$ cat src/rtl/boa_peri_arbiter.sv
// Two-requester round-robin arbiter in front of a registered-read MMIO peripheral bus.
// Define BOA_PERI_ARB_TIMEOUT_EN to abort address phases that wait TIMEOUT cycles.
module boa_peri_arbiter #(
   parameter int ALEN    = 32,
   parameter int TIMEOUT = 15
) (
   input  logic            clk,
   input  logic            rst,
   input  logic            m0_re,
   input  logic [3:0]      m0_we,
   input  logic [ALEN-1:2] m0_addr,
   input  logic [31:0]     m0_wdata,
   output logic            m0_ready,
   output logic [31:0]     m0_rdata,
   input  logic            m1_re,
   input  logic [3:0]      m1_we,
   input  logic [ALEN-1:2] m1_addr,
   input  logic [31:0]     m1_wdata,
   output logic            m1_ready,
   output logic [31:0]     m1_rdata,
   output logic            p_re,
   output logic [3:0]      p_we,
   output logic [ALEN-1:2] p_addr,
   output logic [31:0]     p_wdata,
   input  logic            p_ready,
   input  logic [31:0]     p_rdata,
   output logic            err
);

   localparam logic [1:0] S_IDLE = 2'd0;
   localparam logic [1:0] S_ADDR = 2'd1;
   localparam logic [1:0] S_DATA = 2'd2;
`ifdef BOA_PERI_ARB_TIMEOUT_EN
   localparam logic [1:0] S_ERR  = 2'd3;
   localparam int         CNT_W  = $clog2(TIMEOUT + 1);
`endif

   if (TIMEOUT < 1) begin : g_bad_timeout
      $error("boa_peri_arbiter: TIMEOUT must be at least 1");
   end

   logic [1:0]      state_q, state_d;
   logic            last_q, last_d;
   logic            owner_q, owner_d;
   logic            re_q, re_d;
   logic [3:0]      we_q, we_d;
   logic [ALEN-1:2] addr_q, addr_d;
   logic [31:0]     wdata_q, wdata_d;
`ifdef BOA_PERI_ARB_TIMEOUT_EN
   logic [CNT_W-1:0] cnt_q, cnt_d;
`endif

   logic req0, req1, gnt1;
   logic done;
   logic [31:0] rsp_data;

   assign req0 = m0_re | (|m0_we);
   assign req1 = m1_re | (|m1_we);
   // Under contention the requester that was not served last wins.
   assign gnt1 = req1 & (~req0 | ~last_q);

   always_comb begin
      state_d = state_q;
      last_d  = last_q;
      owner_d = owner_q;
      re_d    = re_q;
      we_d    = we_q;
      addr_d  = addr_q;
      wdata_d = wdata_q;
`ifdef BOA_PERI_ARB_TIMEOUT_EN
      cnt_d   = cnt_q;
`endif
      case (state_q)
         S_IDLE: begin
            if (req0 | req1) begin
               owner_d = gnt1;
               re_d    = gnt1 ? m1_re    : m0_re;
               we_d    = gnt1 ? m1_we    : m0_we;
               addr_d  = gnt1 ? m1_addr  : m0_addr;
               wdata_d = gnt1 ? m1_wdata : m0_wdata;
               state_d = S_ADDR;
`ifdef BOA_PERI_ARB_TIMEOUT_EN
               cnt_d   = '0;
`endif
            end
         end
         S_ADDR: begin
            if (p_ready) begin
               state_d = S_DATA;
`ifdef BOA_PERI_ARB_TIMEOUT_EN
            end else if (cnt_q == CNT_W'(TIMEOUT - 1)) begin
               state_d = S_ERR;
            end else begin
               cnt_d = cnt_q + 1'b1;
`endif
            end
         end
         S_DATA: begin
            last_d  = owner_q;
            state_d = S_IDLE;
         end
`ifdef BOA_PERI_ARB_TIMEOUT_EN
         S_ERR: begin
            last_d  = owner_q;
            state_d = S_IDLE;
         end
`endif
         default: state_d = S_IDLE;
      endcase
   end

   always_ff @(posedge clk) begin
      if (!rst) begin
         state_q <= S_IDLE;
         last_q  <= 1'b1;
         owner_q <= 1'b0;
         re_q    <= 1'b0;
         we_q    <= 4'b0;
         addr_q  <= '0;
         wdata_q <= '0;
`ifdef BOA_PERI_ARB_TIMEOUT_EN
         cnt_q   <= '0;
`endif
      end else begin
         state_q <= state_d;
         last_q  <= last_d;
         owner_q <= owner_d;
         re_q    <= re_d;
         we_q    <= we_d;
         addr_q  <= addr_d;
         wdata_q <= wdata_d;
`ifdef BOA_PERI_ARB_TIMEOUT_EN
         cnt_q   <= cnt_d;
`endif
      end
   end

   assign p_re    = (state_q == S_ADDR) & re_q;
   assign p_we    = (state_q == S_ADDR) ? we_q : 4'b0;
   assign p_addr  = addr_q;
   assign p_wdata = wdata_q;

`ifdef BOA_PERI_ARB_TIMEOUT_EN
   assign done     = (state_q == S_DATA) | (state_q == S_ERR);
   assign rsp_data = (state_q == S_ERR) ? 32'hFFFF_FFFF : p_rdata;
   assign err      = (state_q == S_ERR);
`else
   assign done     = (state_q == S_DATA);
   assign rsp_data = p_rdata;
   assign err      = 1'b0;
`endif

   assign m0_ready = done & ~owner_q;
   assign m1_ready = done & owner_q;
   assign m0_rdata = m0_ready ? rsp_data : 32'h0;
   assign m1_rdata = m1_ready ? rsp_data : 32'h0;

endmodule
$ cat config.mk
export PLATFORM = sky130hd
export DESIGN_NAME = boa_peri_arbiter
export DESIGN_NICKNAME = d
export VERILOG_FILES = /design/src/rtl/boa_peri_arbiter.sv
export SDC_FILE = /design/constraint.sdc
export NUM_CORES = 1
export LEC_CHECK = 0
export ABC_AREA = 1
export ABC_CLOCK_PERIOD_IN_PS = 1120
export CORE_ASPECT_RATIO = 0.7
export CORE_MARGIN = 3
export CORE_UTILIZATION = 32
export CTS_CLUSTER_DIAMETER = 100
export DETAILED_ROUTE_END_ITERATION = 7
export PLACE_DENSITY_LB_ADDON = 0.05
export SLEW_MARGIN = 20
export SYNTH_ARGS = -nofsm -noshare
export SYNTH_HDL_FRONTEND = slang
export SYNTH_SLANG_ARGS = --single-unit
$ cat constraint.sdc
create_clock -name clk -period 1.12 [get_ports clk]
set_input_delay 0.224 -clock clk [delete_from_list [all_inputs] [get_ports clk]]
set_output_delay 0.224 -clock clk [all_outputs]
set_load 0.005 [all_outputs]
Word-level counts from Yosys, hierarchy flattened. Cells that the tools add are included.

Word-level logic and storage cells: 37. Output and inout port bits: 134. Input bits: 169. Bits in registers: 71.

Eq/ne operators: 4. Reduce and logical (&&, ||, !) cells: 5. Bitwise logic cells: 11. Muxes and demuxes: 10.

Operators by type and width (number): 32-bit 2-to-1 mux (3); 30-bit 2-to-1 mux (1); 4-bit 2-to-1 mux (2); 4-bit OR reduction (2); 1-bit bitwise AND (4); 2-bit 2-to-1 mux (2); 2-bit inequality test (second input constant) (2); 1-bit OR (4); 2-bit one-hot mux with 2 select lines (1); 2-bit AND reduction (2); 1-bit inverter (3); 2-bit by 1-bit == test with 1-bit output (second input constant) (1); 2-bit == test (second input constant) (1); 2-bit zero test (1); 1-bit 2-to-1 mux (1).

Logic depth before layout (Yosys ltp). Gate-level depths: netlist of run 1.

Depth after elaboration: 6. Mapped depth: 10. Mapped depth without buffers: 8.

Worst setup path after synthesis of run 1. Ideal clock, no wire load.

Path kind: register -> register. Start: register state_q[1]. End: register wdata_q[17] (netlist: p_wdata[17]). Period minus slack after synthesis: 1.227 ns. Data arrival time: 1.118 ns. Path buffers: 2. Setup slack: -0.107 ns. Data required time: 1.011 ns. Setup time: 0.109 ns. Stages on the path, launching flop included: 9. Cell sequence: dfxtp_1 > nor2_1 > inv_1 > nor2_2 > buf_6 > buf_4 > nand3_1 > nand2_1 > inv_1.

Cells in the longest elaborated chain, start to end: 2.

RTL lines: from (decl) (line 42) `logic [1:0] state_q, state_d;`; from (signal assigned) (line 125) `state_q <= state_d;`; 2-bit zero test (line 73) `case (state_q)`; 2-bit AND reduction (no source line); to (signal assigned) (line 131) `wdata_q <= wdata_d;`; to (decl) (line 48) `logic [31:0] wdata_q, wdata_d;`.

No other way between the ends. A chain may end at the register's enable or synchronous reset.

Worst setup path in the final report of run 1.
Start: register state_q[0]. End: output m1_rdata[30].

Cells in the longest elaborated chain, start to end: 3.

RTL lines: 2-bit == test (line 148) `assign done = (state_q == S_DATA);`; 1-bit bitwise AND (line 154) `assign m1_ready = done & owner_q;`; 32-bit 2-to-1 mux (line 156) `assign m1_rdata = m1_ready ? rsp_data : 32'h0;`; to (decl) (line 20) `output logic [31:0] m1_rdata,`.

No other way between the ends.

==> results.md, run 1 <==
- RSZ-0062 raised after global routing: true
- Failing checks: negative setup slack
- CTS sink cnt: 71
- Reg2reg setup slack: -430 ps
- Vias per inst: 4.47
- Root buffer cell: clkbuf_16
- WL/cell: 15.9 um
- Placed cell area: 7980 um^2
- CTS tree: built
- DP Worst Slack: -768 ps
- Ports: 303
- CP endpoint: m1_rdata[30]
- CTS Buf Count: 9
- Pre-antenna DRT Iters: 7
- Share of cells above drive strength 1: 34.1%
- WL final: 20.4 mm
- Post-Route Setup TNS: -54,680 ps
- Clock buffer depth: 2
- Yosys warnings: 0
- Synth Instances: 739
- Crit path launch: state_q[0]$_SDFFE_PN0P_
- DR iter-0 viols: between 200 and 250
- Critical path cell sequence: inv_2, nand2_4, nor2_4, inv_4, buf_12, buf_8, nor2_1, buf_2
- Worst path top cell family by delay: buffers and inverters
- Max_cap viols: 0
- Power per Cell Area: 1010 nW/um^2
- Total grt overflow: 0
- Tightest Hold Check Type: in -> reg
- Syn nets: 908
- Crit Path Class: reg -> out
- Largest net degree at the start of global routing: 42
- Die X: 146 um
- Clk pin slew, worst setup/hold paths: 60 ps
- Avg Inst Size Synth: 5.94 um^2
- Die Span Y: 104 um
- Synth Register Bits: 71
- Post-Route Skew: between 5 and 6 ps
- Crit path depth: 8
- First-pass GRT wire length: 30.7 mm
- Final cell count without fillers: between 1k and 1.5k
- GP Congestion: 0.828
- Vias in the first global route: around 5.5k
- Top achievable clock speed: 608 MHz
- Outcome: finished with violations
- Worst reg2reg path startpoint: state_q[1]$_SDFFE_PN0P_
- Initial antenna violation count: 0
- Arr. time, crit path: 1420 ps
- Hold Buf Count CTS: 0
- Setup crit end kind: output port
- Ant. Diodes: 0
- Peak supply drop: 1.03 mV
- Starting Density: 33.1%
- R2r endpoint: p_wdata[17]$_SDFFE_PN0P_
- Final worst-path cycle share: 147%
- H-tree levels: 3
- DPL Wire Length: approximately 12 mm
- Post-route setup slack: -525 ps
- Worst EP required: 900 ps
- Slew Limit Fails: 0
- DRT antenna net count: 0
- Rows: 35
- Setup crit start kind: flip-flop
- Synthesized cell area: 4390 um^2
- DRC viols: 0
- CP max-delay cell: dfxtp_2
- Sequential-to-total area share from yosys stat: 32.4%
- Pleak: 5.32 nW
- Area Overhead vs Synth: 114%
- Via count: 5,718
- Fin nets: 1,258
- Final instance area: between 9000 and 10,000 um^2
- Slowest stage delay, CP: 320 ps
- Buf/Inv on CP: 5
- Fill count: 1,159
- Clock latency on the worst-skew pair: 320 ps
- Power Total: 9.45 mW
- Final number of hold-violating endpoints: 0
- Netlist cell types: 23
- Final setup fails: 140
- Flip-flop and latch area: 1440 um^2
- GRT Resource Usage Total: between 20% and 30%
- Final min period: 1650 ps
- Multi-input gate area: ~2700 um^2
- Core area: 13,300 um^2
- Die area: 15,200 um^2
- Port Buffers: about 300
- Crit Path Max Fanout: 7
- R2R cell count: 10
- Inst Count DP: 1,210
## layout make-up
cell class / instances / area share, %
Clock buffer: 13 / 2.88
Clock inverter: 3 / 0.426
Inverter: 177 / 7.15
Multi-Input combinational cell: 443 / 28.4
Sequential cell: 71 / 15.3
Tap cell: 185 / 2.46
Timing Repair Buffer: 387 / 43.3
## stage by stage
step | hold slack, ps | utilization [%]
after floorplan | 350 | -
after global placement | 508 | 60.2
after detailed placement | 512 | 60.2
after CTS | 369 | 69.7
after global routing | 357 | 70.8
final | 326 | 70.8
## routing by layer
metal  up-vias  track usage [%]  share of wire (%)
met5         -                0                  0
met4         0             4.27               0.84
met3        15             6.88                7.2
met2       173             41.8                 48
met1      2615             33.2                 44
li1       2915                -                  -
## cells by family after synthesis
logic type             Yosys count  synth area share (%)
AOI/OAI and AO/OA               68                  7.84
DFF                             71                  32.4
and+or+nand+nor                374                  37.9
other                            1                0.0855
buffers and inverters          225                  21.8
## how the worst min path moves through the flow
stage               cells past startpoint                     start                  endpoint  slack [ps]
CTS                                     5                  m0_we[3]      we_q[3]$_SDFFE_PN0P_         370
global route                            5                     m1_re         re_q$_SDFFE_PN0P_         360
finish                                  5                     m1_re         re_q$_SDFFE_PN0P_         330
global placement                        4    p_addr[8]$_SDFFE_PN0P_    p_addr[8]$_SDFFE_PN0P_         510
detailed placement                      4  p_wdata[21]$_SDFFE_PN0P_  p_wdata[21]$_SDFFE_PN0P_         510
floorplan                               2                       rst         re_q$_SDFFE_PN0P_         350
## placed cells by master, fill, tap and decap left out, drive strengths merged, types with 2 or more instances in the layout
cell	instances
dlymetal6s2s	47
nor2	93
a21oi	67
clkinv	2
bufbuf	2
clkdlybuf4s50	158
dlygate4sd2	9
dfxtp	71
nand3	128
inv	177
buf	157
clkbuf	22
nand2	152
clkdlybuf4s15	5
## report_power, final
part	total, mW	switching, mW	internal, mW
combinational	3.51	1.57	1.95
clock	2.98	1.08	1.90
sequential	2.95	0.132	2.82
total	9.45	2.78	6.67
## registers in the layout (all words and copies together), names as in the netlist
name,flops
state_q,2
p_wdata,32
re_q,1
owner_q,1
last_q,1
p_addr,30
we_q,4
## tightest hold or removal path: stages
cell	delay (ps)
dlymetal6s2s_1	100
inv_2	70
nor2_1	100
nor2_1	50
nor2_1	70
## Yosys cell counts, drive strengths merged
library cell	n	area share, %
nor2	93	8.3
clkbuf	9	0.77
conb	1	0.085
nor3	1	0.11
buf	39	5.8
nand3	128	16
dfxtp	71	32
a21oi	67	7.7
o21ai	1	0.11
nand2	152	14
inv	177	15
## repair_timing
item / CTS / global route
resized for setup: 400 / 172
pin swaps: 15 / 21
cloned: 14 / 3
buffers inserted: 35 / 11
endpoints found under the setup margin: 202 / 202
No activity file was read; power rests on OpenSTA's default activity.
==> inputs of run 2 (changes only) <==
--- a/config.mk
+++ b/config.mk
@@ -12,6 +12,7 @@
 export CORE_UTILIZATION = 32
 export CTS_CLUSTER_DIAMETER = 100
 export DETAILED_ROUTE_END_ITERATION = 7
+export HOLD_SLACK_MARGIN = 0.05
 export PLACE_DENSITY_LB_ADDON = 0.05
 export SLEW_MARGIN = 20
 export SYNTH_ARGS = -nofsm -noshare
==> results of run 2 <==
Same layout as run 1: the final DEF is identical, and so are final timing and power.
